$ cat config.mk
export PLATFORM = sky130hd
export DESIGN_NAME = sram_arbiter
export DESIGN_NICKNAME = d
export VERILOG_FILES = /design/src/rtl/sram_ctrl_pkg.sv /design/src/rtl/rr_arbiter.sv /design/src/rtl/sram_arbiter.sv
export SDC_FILE = /design/constraint.sdc
export NUM_CORES = 1
export LEC_CHECK = 0
export CAP_MARGIN = 20
export CORE_ASPECT_RATIO = 0.6
export CORE_MARGIN = 4
export CORE_UTILIZATION = 29
export DETAILED_ROUTE_END_ITERATION = 8
export HOLD_SLACK_MARGIN = 0.02
export PLACE_DENSITY = 0.77
export SLEW_MARGIN = 20
export SYNTH_ARGS = -nofsm -noshare
export SYNTH_HDL_FRONTEND = slang
export SYNTH_SLANG_ARGS = --single-unit
$ cat constraint.sdc
create_clock -name clk -period 1.9 [get_ports clk]
set_clock_uncertainty 0.1 [all_clocks]
set_input_delay 0.475 -clock clk [delete_from_list [all_inputs] [get_ports clk]]
set_output_delay 0.475 -clock clk [all_outputs]
set_load 0.005 [all_outputs]
$ cat src/rtl/sram_ctrl_pkg.sv
// Shared definitions for the sram arbiter slice: FSM state encodings and the
// requester-index width helper.
package sram_ctrl_pkg;

    localparam logic ST_INIT = 1'b0;
    localparam logic ST_RUN  = 1'b1;

    // Index width for n requesters, never narrower than one bit.
    function automatic int idw(input int n);
        return (n > 1) ? $clog2(n) : 1;
    endfunction

endpackage

$ cat src/rtl/rr_arbiter.sv
// Combinational round-robin pick: first asserted request at or above ptr,
// otherwise the lowest asserted request (the wrap-around case).
module rr_arbiter
    import sram_ctrl_pkg::*;
#(
    parameter int NUM_REQ = 2,
    parameter int IDW     = idw(NUM_REQ)
) (
    input  logic [NUM_REQ-1:0] req,
    input  logic [IDW-1:0]     ptr,
    output logic [NUM_REQ-1:0] grant,
    output logic [IDW-1:0]     grant_idx
);

    logic           hit_hi, hit_lo;
    logic [IDW-1:0] idx_hi, idx_lo;

    always_comb begin
        hit_hi = 1'b0;
        hit_lo = 1'b0;
        idx_hi = '0;
        idx_lo = '0;
        // Walk downward so the lowest qualifying index is the one left standing.
        for (int i = NUM_REQ - 1; i >= 0; i--) begin
            if (req[i] && (IDW'(i) >= ptr)) begin
                hit_hi = 1'b1;
                idx_hi = IDW'(i);
            end
            if (req[i]) begin
                hit_lo = 1'b1;
                idx_lo = IDW'(i);
            end
        end
    end

    always_comb begin
        grant     = '0;
        grant_idx = hit_hi ? idx_hi : idx_lo;
        if (hit_hi || hit_lo)
            grant[grant_idx] = 1'b1;
    end

endmodule

$ cat src/rtl/sram_arbiter.sv
// Round-robin sharing of one single-port sram among NUM_REQ requesters, with a
// post-reset clear sweep over every address before any request is accepted.
module sram_arbiter
    import sram_ctrl_pkg::*;
#(
    parameter int DATA_WIDTH = 32,
    parameter int ADDR_WIDTH = 9,
    parameter int NUM_REQ    = 2
) (
    input  logic                             clk,
    input  logic                             rst,
    input  logic [NUM_REQ-1:0]               req_valid,
    output logic [NUM_REQ-1:0]               req_ready,
    input  logic [NUM_REQ-1:0]               req_write,
    input  logic [NUM_REQ*ADDR_WIDTH-1:0]    req_addr,
    input  logic [NUM_REQ*DATA_WIDTH-1:0]    req_wdata,
    output logic [NUM_REQ-1:0]               rsp_valid,
    output logic [DATA_WIDTH-1:0]            rsp_data,
    output logic                             init_done,
    output logic [ADDR_WIDTH-1:0]            mem_address,
    output logic [DATA_WIDTH-1:0]            mem_wd,
    output logic                             mem_banksel,
    output logic                             mem_read,
    output logic                             mem_write,
    output logic                             mem_rst,
    input  logic [DATA_WIDTH-1:0]            mem_dataout
);

    localparam int DEPTH = 1 << ADDR_WIDTH;
    localparam int IDW   = idw(NUM_REQ);

    logic                                 state, state_nxt;
    logic [ADDR_WIDTH:0]                  sweep_cnt;
    logic [IDW-1:0]                       rr_ptr, grant_idx;
    logic [NUM_REQ-1:0]                   grant, req_live;
    logic [NUM_REQ-1:0][ADDR_WIDTH-1:0]   addr_a;
    logic [NUM_REQ-1:0][DATA_WIDTH-1:0]   wdata_a;
    logic                                 granted, rd_grant;

    for (genvar i = 0; i < NUM_REQ; i++) begin : g_lane
        assign addr_a[i]  = req_addr[i*ADDR_WIDTH +: ADDR_WIDTH];
        assign wdata_a[i] = req_wdata[i*DATA_WIDTH +: DATA_WIDTH];
    end

    // Requests are invisible during the sweep and while rst is held.
    assign req_live = (state == ST_RUN && !rst) ? req_valid : '0;

    rr_arbiter #(.NUM_REQ(NUM_REQ), .IDW(IDW)) u_rr (
        .req       (req_live),
        .ptr       (rr_ptr),
        .grant     (grant),
        .grant_idx (grant_idx)
    );

    assign granted  = |grant;
    assign rd_grant = granted && !req_write[grant_idx];

    always_ff @(posedge clk) begin
        if (rst) state <= ST_INIT;
        else     state <= state_nxt;
    end

    always_comb begin
        state_nxt = state;
        if (state == ST_INIT && sweep_cnt == (ADDR_WIDTH+1)'(DEPTH - 1))
            state_nxt = ST_RUN;
    end

    always_comb begin
        req_ready   = grant;
        mem_address = '0;
        mem_wd      = '0;
        mem_banksel = 1'b0;
        mem_read    = 1'b0;
        mem_write   = 1'b0;
        mem_rst     = 1'b0;
        if (state == ST_INIT) begin
            mem_rst     = 1'b1;
            mem_address = sweep_cnt[ADDR_WIDTH-1:0];
        end else if (granted) begin
            mem_address = addr_a[grant_idx];
            mem_wd      = wdata_a[grant_idx];
            mem_banksel = 1'b1;
            mem_write   = req_write[grant_idx];
            mem_read    = ~req_write[grant_idx];
        end
    end

    always_ff @(posedge clk) begin
        if (rst) begin
            sweep_cnt <= '0;
            rr_ptr    <= '0;
            rsp_valid <= '0;
            rsp_data  <= '0;
            init_done <= 1'b0;
        end else begin
            rsp_valid <= '0;
            if (state == ST_INIT) begin
                sweep_cnt <= sweep_cnt + (ADDR_WIDTH+1)'(1);
                if (state_nxt == ST_RUN)
                    init_done <= 1'b1;
            end
            if (granted)
                rr_ptr <= (grant_idx == IDW'(NUM_REQ - 1)) ? '0 : grant_idx + IDW'(1);
            // sram read is combinational, so data is captured in the grant cycle.
            if (rd_grant) begin
                rsp_valid <= grant;
                rsp_data  <= mem_dataout;
            end
        end
    end

endmodule

==> summary.md <==
• **final cell count without fillers** 627
• **wire length per cell** 18.6 µm
• **power density normalized to cell area** 429 mW/mm²
• **cell area after placement** 0.00462 mm²
• **share of the synthesized area in the top cell type** 39.0%
• **part of the Yosys area used for sequential elements** 39.0%
• **total of max-cap violations** 0
• **placeable core area** 0.00798 mm²
• **DP HPWL** 7.92 mm
• **TritonCTS buffer count** 5
• **initial antenna violation count** 0
• **Yosys reg bits** 47
• **Clock power frac** 39.1%
• **number of H-tree branching levels** 2
• **Post-Syn Area per Cell** 8.40 µm²
• **Syn Std Cell Area** 0.00241 mm²
• **worst hold path type** reg2reg
• **Mapped Cells** 287
• **setup repair after global routing missed its margin** true
• **Clk pin slew, worst setup/hold paths** 60 ps
• **CTS tree** done
• **endpoint type of the worst setup path** primary output
• **top-level port count** 202
• **largest net degree at the start of global routing** 34
• **number of nets in the layout** 639
• **Worst Max-Slew Pin Slew** 348 ps
• **Final Hold Fails** 0
• **total number of yosys warnings** 0
• **Finished Core Util** 64.0%
• **Top FF cell, synth** sky130_fd_sc_hd__dfxtp_1
• **area leader, netlist** sky130_fd_sc_hd__dfxtp_1
• **die boundary width** 126 µm
• **effective utilization at floorplan** 30.2%
• **leakage power figure** 1.99 nW
• **drt first pass iters** 4
• **Overflow after GRT** 0
• **DRC marker count from the first detailed-route iteration** 176
• **violations in the final reports** setup timing
• **count of placed standard cells including taps** 590
• **arrival time worst endpoint** 1660 ps
• **clock sinks** 47
• **first-pass GRT wire length** 17.6 mm
• **Bufs on Longest Clock Path** 2
• **required time at the endpoint of the critical path** 1320 ps
• **switch share** 21.5%
• **vias** 3213
• **setup violators final** 46
• **list of most frequent post-synthesis cells** sky130_fd_sc_hd__dfxtp_1 (47), sky130_fd_sc_hd__nand3_1 (35), sky130_fd_sc_hd__a22o_1 (32), sky130_fd_sc_hd__a21oi_1 (25), sky130_fd_sc_hd__o21ai_1 (23)
• **Max-Slew Margin vs Limit** 76.8%
• **Final Cycle Share** 117%
• **Port Buffer Count** 201
• **placer congestion estimate** 0.887
• **Internal Power** 1.72 mW
• **most common cell in the synthesized netlist** sky130_fd_sc_hd__dfxtp_1
• **layout cell share with drive strength beyond 1** 28.1%
• **global-route usage over all layers** 22.1%
• **number of filler instances in the final layout** 661
• **Max Clock Freq** 0.448 GHz
• **Synth Net Count** 408
• **Reg2Reg Depth** 10
• **DIE HEIGHT** 78.6 µm
• **Critical Path Source Type** flop
• **vias in the first global route** 3287
• **run status** finished, violations left
• **switching power** 0.470 mW
• **number of unique standard cell types used by synthesis** 38
• **number of flops mapped to enable cells by yosys** 0
• **share of flip-flops with an asynchronous set or reset after synthesis** 0%
• **number of placement rows** 25
• **Area Overhead vs Synth** 112%
• **worst hold slack across all endpoints** 369 ps
• **final design instance area without fill** 0.00510 mm²
• **Detailed Route WL** 11.7 mm
• **time the final worst path needs with I/O delays and setup** 2230 ps
• **n_diodes** 0
• **path type of the worst setup path** reg2out
• **largest fanout on the critical path** 9
• **clock root buffer master** sky130_fd_sc_hd__clkbuf_16
• **relative contribution of combinational cells to total power** 15.6%
• **cell types with the largest area share after synthesis** sky130_fd_sc_hd__dfxtp_1 (39%), sky130_fd_sc_hd__a22o_1 (12%), sky130_fd_sc_hd__nand3_1 (7.3%)
• **Antenna Violating Nets Remaining** 0
• **clock latency on the worst-skew pair** 280 ps
• **Hold Path Depth** 2
• **largest vdd supply drop** 261 µV
• **relative contribution of sequential cells to total power** 45.3%
• **drc violations** 0
• **hold buffers post-CTS** 0
• **vias per std cell** 5.12
• **post-layout worst setup margin** -331 ps
• **max-slew violation total from the final report** 0
• **die area** 0.00988 mm²
cell type report:
type                       count  area, µm²  area share [%]
tap                          108        135            2.65
inverter                       9       60.1            1.18
sequential                    47        948            18.6
timing repair buffer         251       2430            47.7
clock inverter                 2       12.5           0.245
clock buffer                   6        129            2.52
multi-input combinational    204       1390            27.1
metrics by stage:
stage	power, mW	setup WS [ps]	setup TNS, ps
floorplan	1.06	8.81	0
detailed placement	1.35	-1030	-66110
CTS	2.20	-364	-14430
global placement	1.34	-985	-63850
finish	2.19	-331	-10210
global route	2.27	-381	-13530
power by group through the flow:
stage	clock network, mW	registers [mW]	logic (mW)
after floorplan	0	1.02	0.0430
after detailed placement	0	1.02	0.331
after global placement	0	1.02	0.327
after global routing	0.919	0.992	0.358
final	0.856	0.992	0.341
after CTS	0.878	0.993	0.332
repair_timing:
| action | CTS | global route |
|---|---|---|
| endpoints found under the hold margin | 0 | 0 |
| resized for setup | 241 | 16 |
| setup endpoints to repair | 81 | 78 |
| pin swaps | 32 | 11 |
| setup buffers | 18 | 8 |
| gates cloned | 9 | 1 |
state kept, by name (all words and copies together) (netlist names):
| register | flops |
|---|---|
| rsp_data | 32 |
| rr_ptr | 1 |
| state | 1 |
| init_done | 1 |
| sweep_cnt | 10 |
| rsp_valid | 2 |
layer usage:
metal / GRT usage (%) / up-vias / wire length, µm
li1: - / 1524 / -
met1: 28.8 / 1521 / 5140
met2: 35.8 / 146 / 5410
met3: 7.61 / 22 / 964
met4: 4.33 / 0 / 174
met5: 0 / - / 0
path summary, 6_finish.rpt:
check                            from                        to  slack [ps]
max               rr_ptr$_SDFFE_PP0P_            mem_address[2]        -330
min          rsp_data[9]$_SDFFE_PP0P_  rsp_data[9]$_SDFFE_PP0P_         370
max reg2reg       rr_ptr$_SDFFE_PP0P_  rsp_data[7]$_SDFFE_PP0P_          80
min reg2reg  rsp_data[9]$_SDFFE_PP0P_  rsp_data[9]$_SDFFE_PP0P_         370
worst max-delay path, cell delays in order, from the launching register on:
cell and delay, ps:
sky130_fd_sc_hd__dfxtp_4 350, sky130_fd_sc_hd__buf_6 120, sky130_fd_sc_hd__nor2b_4 140, sky130_fd_sc_hd__nor3_4 60, sky130_fd_sc_hd__buf_6 140, sky130_fd_sc_hd__buf_12 140, sky130_fd_sc_hd__a221o_1 290, sky130_fd_sc_hd__buf_2 130
layout by cell type, fill, tap and decap left out, types with 2 or more instances in the layout:
cell                              instances
sky130_fd_sc_hd__nand2_1                  4
sky130_fd_sc_hd__dfxtp_1                 45
sky130_fd_sc_hd__dfxtp_4                  2
sky130_fd_sc_hd__nor3_1                   4
sky130_fd_sc_hd__nand2_2                  2
sky130_fd_sc_hd__or3_1                    2
sky130_fd_sc_hd__buf_6                   13
sky130_fd_sc_hd__buf_16                   8
sky130_fd_sc_hd__nor2_1                  12
sky130_fd_sc_hd__clkbuf_16                6
sky130_fd_sc_hd__o21ai_2                  9
sky130_fd_sc_hd__xor2_1                   3
sky130_fd_sc_hd__buf_8                    3
sky130_fd_sc_hd__a22oi_2                  7
sky130_fd_sc_hd__nor2b_1                  3
sky130_fd_sc_hd__a21oi_2                  9
sky130_fd_sc_hd__o21ai_0                  3
sky130_fd_sc_hd__clkdlybuf4s50_1        151
sky130_fd_sc_hd__buf_2                   46
sky130_fd_sc_hd__buf_4                   25
sky130_fd_sc_hd__mux2i_1                  2
sky130_fd_sc_hd__xnor2_1                  3
sky130_fd_sc_hd__nand2b_1                 3
sky130_fd_sc_hd__buf_12                   3
sky130_fd_sc_hd__nor2_4                   2
sky130_fd_sc_hd__nand3_1                 34
sky130_fd_sc_hd__o21ai_1                 29
sky130_fd_sc_hd__inv_1                    7
sky130_fd_sc_hd__a21oi_1                 25
sky130_fd_sc_hd__a221o_1                  2
sky130_fd_sc_hd__a22o_1                  32
logic make-up (layout without fill, tap and decap cells):
| kind of cell | Yosys count | count (layout) | share of synthesized area [%] |
|---|---|---|---|
| simple gates | 76 | 76 | 16.0 |
| compound gates | 119 | 119 | 34.1 |
| flops | 47 | 47 | 39.0 |
| fa+ha+maj | 1 | 1 | 0.519 |
| buf+inv | 36 | 268 | 7.26 |
| mux | 2 | 2 | 0.830 |
| xor+xnor | 6 | 6 | 2.18 |
No activity file was read; power rests on OpenSTA's default activity.
